File: src/rtl/regfile_pkg.sv
// Shared constants and encodings for the register-file writeback arbiter.
// Contents: default widths, register count, FSM state and round-robin pointer
// encodings used by regfile_wb_arbiter and regfile_wen_decoder.
package regfile_pkg;

  localparam int DATA_W = 32;
  localparam int ADDR_W = 5;
  // Writable registers 1..31; register 0 is hard-wired zero.
  localparam int NREG   = 31;

  // One-hot state encoding; the two remaining encodings are illegal and
  // steer the FSM back to ST_INIT.
  typedef enum logic [1:0] {
    ST_INIT = 2'b01,
    ST_RUN  = 2'b10
  } state_e;

  // Round-robin pointer: the requester that wins the next contested cycle.
  typedef enum logic {
    RR_A = 1'b0,
    RR_B = 1'b1
  } rr_e;

endpackage

File: src/rtl/regfile_wen_decoder.sv
// Register address to one-hot write-enable decoder (combinational).
// Ports: addr (ADDR_W) in; wen (NREG) out, bit k-1 set for register k,
// all zero for register 0.
module regfile_wen_decoder
  import regfile_pkg::NREG;
#(
  parameter int ADDR_W = 5
) (
  input  logic [ADDR_W-1:0] addr,
  output logic [NREG-1:0]   wen
);

  always_comb begin
    wen = '0;
    for (int k = 1; k <= NREG; k++) begin
      wen[k-1] = (addr == ADDR_W'(k));
    end
  end

endmodule

File: src/rtl/regfile_wb_arbiter.sv
// Owns the register-file write port: clears registers 1..31 after reset, then
// round-robin arbitrates ALU (A) and load (B) writebacks, one write per cycle.
// Ports: clk/rst_n; a_/b_ valid, addr, data, ready; registered wr_en/wr_addr/
// wr_data (latency 1 from acceptance); busy while clearing.
module regfile_wb_arbiter
  import regfile_pkg::NREG;
  import regfile_pkg::state_e;
  import regfile_pkg::ST_INIT;
  import regfile_pkg::ST_RUN;
  import regfile_pkg::rr_e;
  import regfile_pkg::RR_A;
  import regfile_pkg::RR_B;
#(
  parameter int DATA_W     = regfile_pkg::DATA_W,
  parameter int ADDR_W     = regfile_pkg::ADDR_W,
  parameter bit INIT_CLEAR = 1'b1
) (
  input  logic              clk,
  input  logic              rst_n,
  input  logic              a_valid,
  input  logic [ADDR_W-1:0] a_addr,
  input  logic [DATA_W-1:0] a_data,
  output logic              a_ready,
  input  logic              b_valid,
  input  logic [ADDR_W-1:0] b_addr,
  input  logic [DATA_W-1:0] b_data,
  output logic              b_ready,
  output logic [NREG-1:0]   wr_en,
  output logic [ADDR_W-1:0] wr_addr,
  output logic [DATA_W-1:0] wr_data,
  output logic              busy
);

  localparam logic [ADDR_W-1:0] LAST_REG = ADDR_W'(NREG);
  localparam state_e            RST_ST   = INIT_CLEAR ? ST_INIT : ST_RUN;

  state_e              state_q, state_d;
  rr_e                 rr_q;
  logic [ADDR_W-1:0]   cnt_q;
  logic                a_xfer, b_xfer;
  logic [ADDR_W-1:0]   mux_addr;
  logic [DATA_W-1:0]   mux_data;
  logic [NREG-1:0]     dec_wen;

  // State register
  always_ff @(posedge clk or negedge rst_n) begin
    if (!rst_n) begin
      state_q <= RST_ST;
    end else begin
      state_q <= state_d;
    end
  end

  // Next state and grant logic. Readies are also masked by rst_n so they read
  // 0 while reset is asserted even when the FSM resets straight into ST_RUN.
  always_comb begin
    state_d = ST_INIT;
    a_ready = 1'b0;
    b_ready = 1'b0;
    case (state_q)
      ST_INIT: begin
        state_d = (cnt_q == LAST_REG) ? ST_RUN : ST_INIT;
      end
      ST_RUN: begin
        state_d = ST_RUN;
        a_ready = rst_n & (~b_valid | (rr_q == RR_A));
        b_ready = rst_n & (~a_valid | (rr_q == RR_B));
      end
      default: begin
        state_d = ST_INIT;
      end
    endcase
  end

  assign busy   = (state_q == ST_INIT);
  assign a_xfer = a_valid & a_ready;
  assign b_xfer = b_valid & b_ready;

  // Single decoder shared between the clear counter and the granted request.
  always_comb begin
    mux_addr = a_addr;
    mux_data = a_data;
    if (state_q == ST_INIT) begin
      mux_addr = cnt_q;
      mux_data = '0;
    end else if (b_xfer) begin
      mux_addr = b_addr;
      mux_data = b_data;
    end
  end

  regfile_wen_decoder #(
    .ADDR_W (ADDR_W)
  ) u_dec (
    .addr (mux_addr),
    .wen  (dec_wen)
  );

  // Write port, clear counter and round-robin pointer
  always_ff @(posedge clk or negedge rst_n) begin
    if (!rst_n) begin
      wr_en   <= '0;
      wr_addr <= '0;
      wr_data <= '0;
      cnt_q   <= ADDR_W'(1);
      rr_q    <= RR_A;
    end else begin
      case (state_q)
        ST_INIT: begin
          wr_en   <= dec_wen;
          wr_addr <= mux_addr;
          wr_data <= mux_data;
          // Hold at the last register instead of wrapping to 0.
          if (cnt_q != LAST_REG) begin
            cnt_q <= cnt_q + ADDR_W'(1);
          end
        end
        ST_RUN: begin
          if (a_xfer | b_xfer) begin
            // Address 0 decodes to no enable, so the write is dropped while
            // wr_addr/wr_data still reflect the accepted request.
            wr_en   <= dec_wen;
            wr_addr <= mux_addr;
            wr_data <= mux_data;
          end else begin
            wr_en <= '0;
          end
          // Pointer moves only on contention, to the loser.
          if (a_valid & b_valid) begin
            rr_q <= a_xfer ? RR_B : RR_A;
          end
        end
        default: begin
          wr_en <= '0;
          cnt_q <= ADDR_W'(1);
        end
      endcase
    end
  end

endmodule

File: config.mk
export PLATFORM = sky130hd
export DESIGN_NAME = regfile_wb_arbiter
export DESIGN_NICKNAME = d
export VERILOG_FILES = /design/src/rtl/regfile_pkg.sv /design/src/rtl/regfile_wen_decoder.sv /design/src/rtl/regfile_wb_arbiter.sv
export SDC_FILE = /design/constraint.sdc
export NUM_CORES = 1
export LEC_CHECK = 0
export ABC_CLOCK_PERIOD_IN_PS = 4400
export BUFFER_PORTS_ARGS = -buffer_cell sky130_fd_sc_hd__buf_2
export CAP_MARGIN = 20
export CORE_MARGIN = 3
export CORE_UTILIZATION = 50
export CTS_BUF_LIST = sky130_fd_sc_hd__clkbuf_16
export DETAILED_ROUTE_END_ITERATION = 10
export PLACE_DENSITY = 0.94
export SYNTH_ARGS = -nofsm -noshare
export SYNTH_HDL_FRONTEND = slang
export SYNTH_SLANG_ARGS = --single-unit
export TNS_END_PERCENT = 5
File: constraint.sdc
create_clock -name clk -period 4.4 [get_ports clk]
set_clock_uncertainty 0.15 [all_clocks]
set_input_delay 1.32 -clock clk [delete_from_list [all_inputs] [get_ports clk]]
set_output_delay 1.32 -clock clk [all_outputs]
set_load 0.01 [all_outputs]
==> results of run 1 <==
[per-stage QoR]
stage / setup slack (ps) / hold WS [ps] / area, sq um / instances / power, mW
finish: 852 / 321 / 4300 / 538 / 1.68
floorplan: 1250 / 343 / 3250 / 312 / 0.911
global route: 848 / 345 / 4300 / 538 / 1.76
CTS: 899 / 328 / 4300 / 538 / 1.70
global placement: 969 / 308 / 4030 / 522 / 1.03
detailed placement: 902 / 316 / 4030 / 522 / 1.04
[path summary, 6_finish.rpt]
check	from	end	slack [ps]	cells past startpoint
min reg2reg	wr_data[27]	wr_data[27]	320	2
max in group asynchronous	rst_n	cnt_q[3]	2780	2
max reg2reg	state_q[0]	wr_data[18]	1650	4
max	a_valid	b_ready	850	4
min in group asynchronous	rst_n	wr_data[1]	890	2
min	wr_data[27]	wr_data[27]	320	2
[power groups by stage]
stage / logic, mW / registers [mW] / clock network (mW)
6_report: 0.251 / 0.776 / 0.657
5_1_grt: 0.278 / 0.783 / 0.696
4_1_cts: 0.253 / 0.777 / 0.666
3_5_place_dp: 0.253 / 0.787 / 0
3_3_place_gp: 0.242 / 0.787 / 0
2_1_floorplan: 0.100 / 0.811 / 0
[routing by layer]
| layer | part of all wire, % | global-route usage [%] |
|---|---|---|
| met1 | 39 | 26.1 |
| met2 | 50 | 38.0 |
| met3 | 8.7 | 6.46 |
| met4 | 2.6 | 9.92 |
| met5 | 0 | 0 |
[worst max-delay path: cells and delay by family]
kind / cells / cell delay (ps)
simple gates: 2 / 490
buf+inv: 2 / 270
[state kept, by name, indices dropped and copies added, names as in the netlist]
register  cells
wr_data      32
wr_en        31
cnt_q         5
wr_addr       5
state_q       2
rr_q          1
[cell families (layout without fill, tap and decap cells)]
kind of cell | after synthesis | in the layout | share of synthesized area (%)
compound gates | 68 | 68 | 12.0
fa+ha+maj | 4 | 4 | 1.54
buf+inv | 23 | 174 | 3.62
flops | 76 | 76 | 58.6
mux | 33 | 33 | 10.2
simple gates | 108 | 108 | 14.1
[layout by cell type, fill, tap and decap left out]
cell,Yosys,layout
buf_2,7,147
dfrtp_1,74,74
nand2_1,47,46
o21ai_0,42,42
nor2_1,36,36
mux2i_1,33,33
nand3_1,12,12
clkbuf_16,0,9
inv_1,7,8
a31oi_1,5,5
a21oi_1,6,5
nand2b_1,4,4
ha_1,4,4
buf_4,4,4
and3_1,3,3
a22oi_1,3,3
a22o_1,3,3
o22ai_1,3,3
clkinv_2,0,3
nor2b_1,2,2
clkinvlp_4,0,2
dfstp_2,2,2
o21ai_1,1,1
a31o_1,1,1
o211a_1,1,1
o21bai_1,1,1
nand4_1,1,1
o211ai_1,1,1
and4b_1,1,1
a22oi_2,1,1
a21oi_4,0,1
nand2_2,0,1
nor3_1,1,1
nor3b_1,1,1
inv_6,0,1
[layout make-up]
cell class              count  area (sq um)
multi-input cells         213          1240
inverters                   7          26.3
flip-flops and latches     76          1900
repair buffers            151           766
clock inverters             7          42.5
clock buffers               9           225
fillers                   471          1800
well taps                  75          93.8
==> metrics, run 1 <==
Detailed Route WL roughly 8300 um; Vias/cell 5.30; YS warnings 0; Final Util 70.5%; clock latency on the worst-skew pair 330 ps; Worst-path clk slew 50 ps; CP max stage delay 380 ps; Final period util 80.6%; largest net degree at the start of global routing 46; Worst VDD drop 251 uV; P_int 1.23 mW; vias around 2,900; synth unique cells 31; Synth Cell Area around 0.0032 sq mm; clock buffer depth 2; Critical Path RT about 2900 ps; max-slew violations 0; syn nets roughly 400; # Post-CTS Setup Buffers 0; root buffer cell clkbuf_16; Initial DRC Count 93; vias in the first global route 2,738; Worst setup SP type input pin; n_diodes 0; CTS sink count 76; pin slew with the least headroom to its limit 969 ps; Synth top area share 57.0%; first-pass GRT wire length 12,900 um; gr usage total 22.3%; Synth area leaders dfrtp_1, mux2i_1, o21ai_0; Flop pwr share 46.1%; Critical Path Sink Type primary output; die area 0.00750 sq mm; HPWL Detailed between 6000 and 7000 um; register area share after synthesis 58.6%; Ports between 100 and 150; GP Congestion between 0.8 and 0.9; drt wl/cell between 15 and 20 um; num rows 28; ys flop type dfrtp_1; drt first pass iters 5; Starting Density 53.3%; top post-synthesis cells by count dfrtp_1, nand2_1, o21ai_0; TritonCTS clock tree built; # resized after CTS 0; Post-synth EDFFs 0; die height 86.6 um; initial antenna violation count 0; Max Freq 0.282 GHz; PwrDens 392 mW/mm^2; post-route setup TNS 0 ps; Mapped Cells approximately 310; Final Setup Violations 0; RSZ-0062 raised after global routing no; layout cells sized above 1 a little under two fifths; Comb power frac around 15%; crit path max-delay cell type nor2b_1; area grow syn2layout 32.3%; minimum clock period approximately 3500 ps; Num CTS Buffers 9; Die W 86.6 um; Slew HR 35.1%; syn_area_per_cell 10.4 sq um; leakage 2.44 nW; outcome finished clean; crit path cell chain buf_2, nor2b_1, nor2_1, buf_2; Sw Ratio 26.9%; Max Cap Viol 0; nets 540; HP Class flip-flop to flip-flop; Clk network pwr share 39.0%; # DRC 0; GRT Residual Overflow 0; critical path data arrival time around 2100 ps; top cell type by total area after synthesis dfrtp_1; most instantiated library cell after synthesis dfrtp_1; total net switching power 452 uW; H-tree Lvls 3; Core ar. 0.00610 sq mm; most used cell along the critical path buf_2; port bufs 148; cts hold-fix bufs 0; flops & latches, synth 76; asr flop ratio synth 100%; final hold vios 0; Final ANT Viol Nets 0; crit-path max FO 6; kind of critical path input pin to primary output
(Power assumes the default switching activity.)
==> run 2: changes to the inputs <==
--- a/config.mk
+++ b/config.mk
@@ -5,14 +5,14 @@
 export SDC_FILE = /design/constraint.sdc
 export NUM_CORES = 1
 export LEC_CHECK = 0
-export ABC_CLOCK_PERIOD_IN_PS = 4400
+export ABC_CLOCK_PERIOD_IN_PS = 3000
 export BUFFER_PORTS_ARGS = -buffer_cell sky130_fd_sc_hd__buf_2
 export CAP_MARGIN = 20
 export CORE_MARGIN = 3
-export CORE_UTILIZATION = 50
+export CORE_UTILIZATION = 42
 export CTS_BUF_LIST = sky130_fd_sc_hd__clkbuf_16
 export DETAILED_ROUTE_END_ITERATION = 10
-export PLACE_DENSITY = 0.94
+export PLACE_DENSITY = 0.85
 export SYNTH_ARGS = -nofsm -noshare
 export SYNTH_HDL_FRONTEND = slang
 export SYNTH_SLANG_ARGS = --single-unit
==> constraint.sdc (replaced) <==
create_clock -name clk -period 3 [get_ports clk]
set_clock_uncertainty 0.15 [all_clocks]
set_input_delay 0.9 -clock clk [delete_from_list [all_inputs] [get_ports clk]]
set_output_delay 0.9 -clock clk [all_outputs]
set_load 0.01 [all_outputs]
==> run 2 against run 1 <==
- sequential share of layout area decreased by 1.0 points
- clock power is 58% higher
- wire length shrank 2.3%
- first-iteration DRC count down 24%
- final area up 2.4%
- die area increased by 18%
- critical path depth rose by 1
- sequential power up 47%
- clock-buffer cell count did not move
- combinational power is 47% higher
- setup slack lost 470 ps
- global-route usage down 3.6 points
- largest cell class unchanged
- largest power group unchanged
==> metrics, run 2 (same netlist as run 1, synthesis figures left out) <==
outcome finished clean; flip-flop count of the largest register after layout 32 (unchanged); clock buffer depth 2 (unchanged); Max Freq 0.382 GHz; TritonCTS clock tree built; leakage 2.48 nW (+1.6%); r2r setup slk 650 ps (-1000 ps); pre-CTS setup slack 528 ps (-374 ps); Setup WS post-layout 384 ps (-468 ps); crit path max-delay cell type dfstp_2; Critical Path Sink Type primary output; Hold WS 323 ps (+1.49 ps); post-route setup TNS 0 ps (unchanged); reg2reg path depth 7 (+3); Max Cap Viol 0 (unchanged); Flop pwr share 44.7% (-1.4 points); Comb power frac 14.5% (-0.4 points); area grow syn2layout 35.5%; HP Class flip-flop to flip-flop; total net switching power 708 uW (+57%); Num CTS Buffers 9 (unchanged); cts hold-fix bufs 0 (unchanged); RSZ-0062 raised after global routing no; pin slew with the least headroom to its limit 582 ps (-388 ps); r2r startpoint state_q[0]; nets 545 (+0.93%); num rows 31 (+11%); Sw Ratio 27.8% (+0.95 points); clock latency on the worst-skew pair 330 ps (about the same); crit-path max FO 12 (+6); largest net degree at the start of global routing 50 (+8.7%); Starting Density 44.1% (-9.2 points); hold path startpoint wr_data[14]; Reg with most FFs wr_data; root buffer cell clkbuf_16; port bufs 148 (unchanged); GP Congestion 0.807 (-5.2%); Die W 94.0 um (+8.5%); Worst-path clk slew 70 ps (+20 ps); Worst Hold Depth 2 (unchanged); max-slew violations 0 (unchanged); first-pass GRT wire length 13,100 um (+1.5%); leading cell type in the layout, fill and taps excluded buf_2; H-tree Lvls 3 (unchanged); worst reg2reg endpoint wr_en[3]; layout cells sized above 1 37.8% (+0.89 points); drt wl/cell 14.3 um (-7.3%); vias in the first global route 2,898 (+5.8%); Critical Path RT 1950 ps (-980 ps); kind of critical path flip-flop to primary output; Top Registers wr_data: 32 flops, wr_en: 31 flops; Clk network pwr share 40.8% (+1.8 points); final hold vios 0 (unchanged); CP startpoint state_q[0]; Final period util between 80% and 90%; CTS sink count 76 (unchanged); crit path cell chain inv_1, ha_1, nand2_1, nor2_1, buf_2; minimum clock period 2620 ps; vias 2,871 (+0.63%); Final ANT Viol Nets 0 (unchanged); Detailed Route WL 8090 um (-2.3%); HPWL Detailed 6190 um (-0.28%); die area 0.00883 sq mm (+18%); drt first pass iters 4 (-1); initial antenna violation count 1 (+1); Final Setup Violations 0 (unchanged); GRT Residual Overflow 0 (unchanged); P_int 1.84 mW (+49%); CP max stage delay 530 ps (+150 ps); most frequent cells in the layout buf_2, dfrtp_1, nand2_1; die height 94.0 um (+8.5%); # Post-CTS Setup Buffers 0 (unchanged); Vias/cell 5.06 (-4.5%); Worst setup SP type flip-flop; Initial DRC Count 71 (-24%); Core ar. 0.00737 sq mm (+21%); PwrDens 579 mW/mm^2 (+48%); n_diodes 0 (unchanged); critical path data arrival time 1570 ps (-510 ps); Slew HR 61.2% (+26 points); Worst VDD drop 356 uV (+42%); # DRC 0 (unchanged); Ports 149 (unchanged); Hold Crit Endpoint wr_data[14]; gr usage total 18.7% (-3.6 points); # resized after CTS 0 (unchanged)
run 2: changes by cell type in the layout (fill, tap and decap cells not counted), sizes merged:
cell and change:
clkinvlp -1, buf +5, inv +3, clkinv -2
run 2: how the worst max path moves through the flow:
stage / to / slack (ps) / depth (start not counted)
finish: b_ready / 380 / 5
global route: a_ready / 280 / 5
CTS: b_ready / 370 / 5
detailed placement: b_ready / 530 / 4
global placement: b_ready / 590 / 4
floorplan: b_ready / 690 / 2
run 2: area by class of cell:
type,instances,area (sq um)
Fill cell,637,2970
Timing Repair Buffer,156,816
Tap cell,99,124
Sequential cell,76,1900
Clock buffer,9,225
Clock inverter,7,65.1
Multi-Input combinational cell,213,1240
Inverter,7,26.3
run 2: critical path, delay by kind of cell, from the launching register on:
kind	cells	cell delay (ps)
flip-flops	1	530
buffers and inverters	2	180
adder cells (fa/ha/maj)	1	330
AND/OR/NAND/NOR	2	200
run 2: layer usage:
layer	up-vias	wire length [um]	share of wire (%)	global-route usage, %
met1	1377	3200	40	22.2
met3	11	610	7.5	5.05
met4	2	94	1.2	5.66
li1	1371	-	-	-
met5	-	13	0.16	0
met2	110	4170	52	33.1
run 2: through the flow:
stage	power, mW	utilization, %	instance area, sq um	cells
finish	2.55	59.7	4400	567
global route	2.68	59.7	4400	567
CTS	2.58	59.7	4400	567
detailed placement	1.53	55.8	4110	551
global placement	1.52	55.8	4110	551
floorplan	1.34	-	3250	312
run 2: power groups by stage:
stage	logic (mW)	registers (mW)	clock network [mW]
after floorplan	0.147	1.19	0
after global placement	0.363	1.15	0
after detailed placement	0.376	1.16	0
after CTS	0.376	1.14	1.06
after global routing	0.415	1.15	1.11
final	0.369	1.14	1.04
==> run 3: changes to the inputs <==
--- a/config.mk
+++ b/config.mk
@@ -12,6 +12,7 @@
 export CORE_UTILIZATION = 42
 export CTS_BUF_LIST = sky130_fd_sc_hd__clkbuf_16
 export DETAILED_ROUTE_END_ITERATION = 10
+export GPL_TIMING_DRIVEN = 0
 export PLACE_DENSITY = 0.85
 export SYNTH_ARGS = -nofsm -noshare
 export SYNTH_HDL_FRONTEND = slang
==> run 3 against run 2 <==
- final area grew 1.2%
- clock power grew 6%
- setup slack lost 54 ps
- fmax shrank 2.0%
- die area is the same
- critical path depth shrank 1
- core utilization grew 0.70 points
- hold slack lost 19 ps
- final cell count grew 1.6%
- via count grew 0.56%
- critical path type is now input pin to primary output
- largest cell class unchanged
- largest power group unchanged
- highest routed layer is now met4
==> metrics, run 3 (same netlist as run 1, synthesis figures left out) <==
minimum clock period 2670 ps (+54.1 ps); max-slew violations 0 (unchanged); Sw Ratio 26.6% (-1.2 points); critical path depth 4 (-1); Critical Path RT 1950 ps (about the same); final hold vios 0 (unchanged); initial antenna violation count 0 (-1); largest net degree at the start of global routing 62 (+24%); Worst VDD drop 334 uV (-6.3%); # resized after CTS 0 (unchanged); design area 0.00445 sq mm (+1.2%); GRT Residual Overflow 0 (unchanged); Critical Path Sink Type primary output; Num CTS Buffers 9 (unchanged); Core ar. 0.00737 sq mm (unchanged); crit path max-delay cell type nor2b_1; Clk network pwr share 42.1% (+1.3 points); P_int 1.92 mW (+4.2%); RSZ-0062 raised after global routing no; HPWL Detailed 6430 um (+3.9%); Starting Density 44.1% (unchanged); cts hold-fix bufs 0 (unchanged); num rows 31 (unchanged); number of fill cells in the layout 644 (+1.1%); Max Freq 0.374 GHz (-2.0%); Flop pwr share 43.6% (-1.1 points); TritonCTS clock tree built; Top Registers wr_data: 32 flops, wr_en: 31 flops; Initial DRC Count 100 (+41%); PwrDens 586 mW/mm^2 (+1.3%); drt first pass iters 4 (unchanged); vias 2,887 (+0.56%); crit path cell chain buf_2, nor2b_1, nor2_1, buf_2; total net switching power 695 uW (-1.8%); r2r startpoint state_q[0]; most frequent cells in the layout buf_2, dfrtp_1, nand2_1; non-filler instance count after layout 576 (+1.6%); crit-path max FO 6 (-6); critical path data arrival time 1620 ps (+50 ps); reg2reg path depth 7 (unchanged); die height 94.0 um (unchanged); Worst setup SP type input pin; outcome finished clean; port bufs 148 (unchanged); leading cell type in the layout, fill and taps excluded buf_2; leakage 2.50 nW (+1.1%); Final period util 89.0% (+1.8 points); vias in the first global route 2,821 (-2.7%); first-pass GRT wire length 13,100 um (+0.15%); Placed Cells 560 (+1.6%); Final Setup Violations 0 (unchanged); pin slew with the least headroom to its limit 472 ps (-109 ps); worst reg2reg endpoint wr_addr[3]; HP Class input pin to async pin; post-place instance area 0.00414 sq mm (+0.79%); CP Buf/Inv Count 2 (unchanged); flip-flop count of the largest register after layout 32 (unchanged); area of the multi-input gates 0.00123 sq mm (-1.1%); drt wl/cell 14.6 um (+2.1%); Comb power frac 14.3% (-0.2 points); Worst-path clk slew 70 ps (about the same); CTS sink count 76 (unchanged); Max Cap Viol 0 (unchanged); Slew HR 68.5% (+7.3 points); root buffer cell clkbuf_16; most used cell along the critical path buf_2; clock latency on the worst-skew pair 330 ps (about the same); n_diodes 0 (unchanged); layout cells sized above 1 37.7% (-0.085 points); GP Congestion 0.834 (+3.4%); CP max stage delay 370 ps (-160 ps); # DRC 0 (unchanged); Die W 94.0 um (unchanged); Register Area 0.00190 sq mm (unchanged); Reg with most FFs wr_data; kind of critical path input pin to primary output; gr usage total 18.9% (+0.14 points); Final ANT Viol Nets 0 (unchanged); r2r setup slk 720 ps (+70 ps); area grow syn2layout 37.0%; Ports 149 (unchanged); Detailed Route WL 8390 um (+3.7%); H-tree Lvls 3 (unchanged); clock buffer depth 2 (unchanged); Final Util 60.4% (+0.70 points); # Post-CTS Setup Buffers 0 (unchanged); die area 0.00883 sq mm (unchanged); nets 554 (+1.7%); critical path's top delay family simple AND/OR/NAND/NOR gates; Vias/cell 5.01 (-1.0%)
run 3: changes by cell type in the layout (fill, tap and decap cells not counted), sizes merged:
cell	previous run	this run
clkinv	1	3
bufinv	0	1
buf	156	161
clkbuf	9	13
inv	12	9
run 3: how the worst max path moves through the flow:
stage	startpoint	slack [ps]	to
finish	a_valid	330	b_ready
global route	a_valid	230	b_ready
CTS	a_valid	330	b_ready
detailed placement	a_valid	340	b_ready
global placement	rst_n	-820	wr_en[20]
floorplan	a_valid	690	b_ready
run 3: area by class of cell:
cell class	count	share of cell area (%)
tap	99	2.78
sequential	76	42.8
inverter	7	0.590
multi-input combinational	213	27.6
clock buffer	9	5.06
buffer	16	2.05
timing repair buffer	149	17.3
clock inverter	7	1.88
run 3: power by group through the flow:
stage          Combinational, mW  Sequential, mW  Clock (mW)
2_1_floorplan              0.147            1.19           0
3_3_place_gp               0.362            1.15           0
3_5_place_dp               0.380            1.16           0
4_1_cts                    0.380            1.14        1.12
5_1_grt                    0.417            1.15        1.16
6_report                   0.374            1.14        1.10
run 3: per-stage QoR:
step	hold slack, ps	TNS [ps]	power (mW)	worst slack (ps)
final	304	0	2.61	329
after global routing	315	0	2.73	227
after CTS	302	0	2.64	334
after detailed placement	316	0	1.54	338
after global placement	308	-48510	1.51	-819
after floorplan	343	0	1.34	694
run 3: routing by layer:
metal / up-vias / part of all wire, % / GRT usage (%)
li1: 1397 / - / -
met1: 1364 / 40 / 22.6
met4: 0 / 1.1 / 6.26
met3: 9 / 6.3 / 3.77
met5: - / 0 / 0
met2: 117 / 52 / 33.7
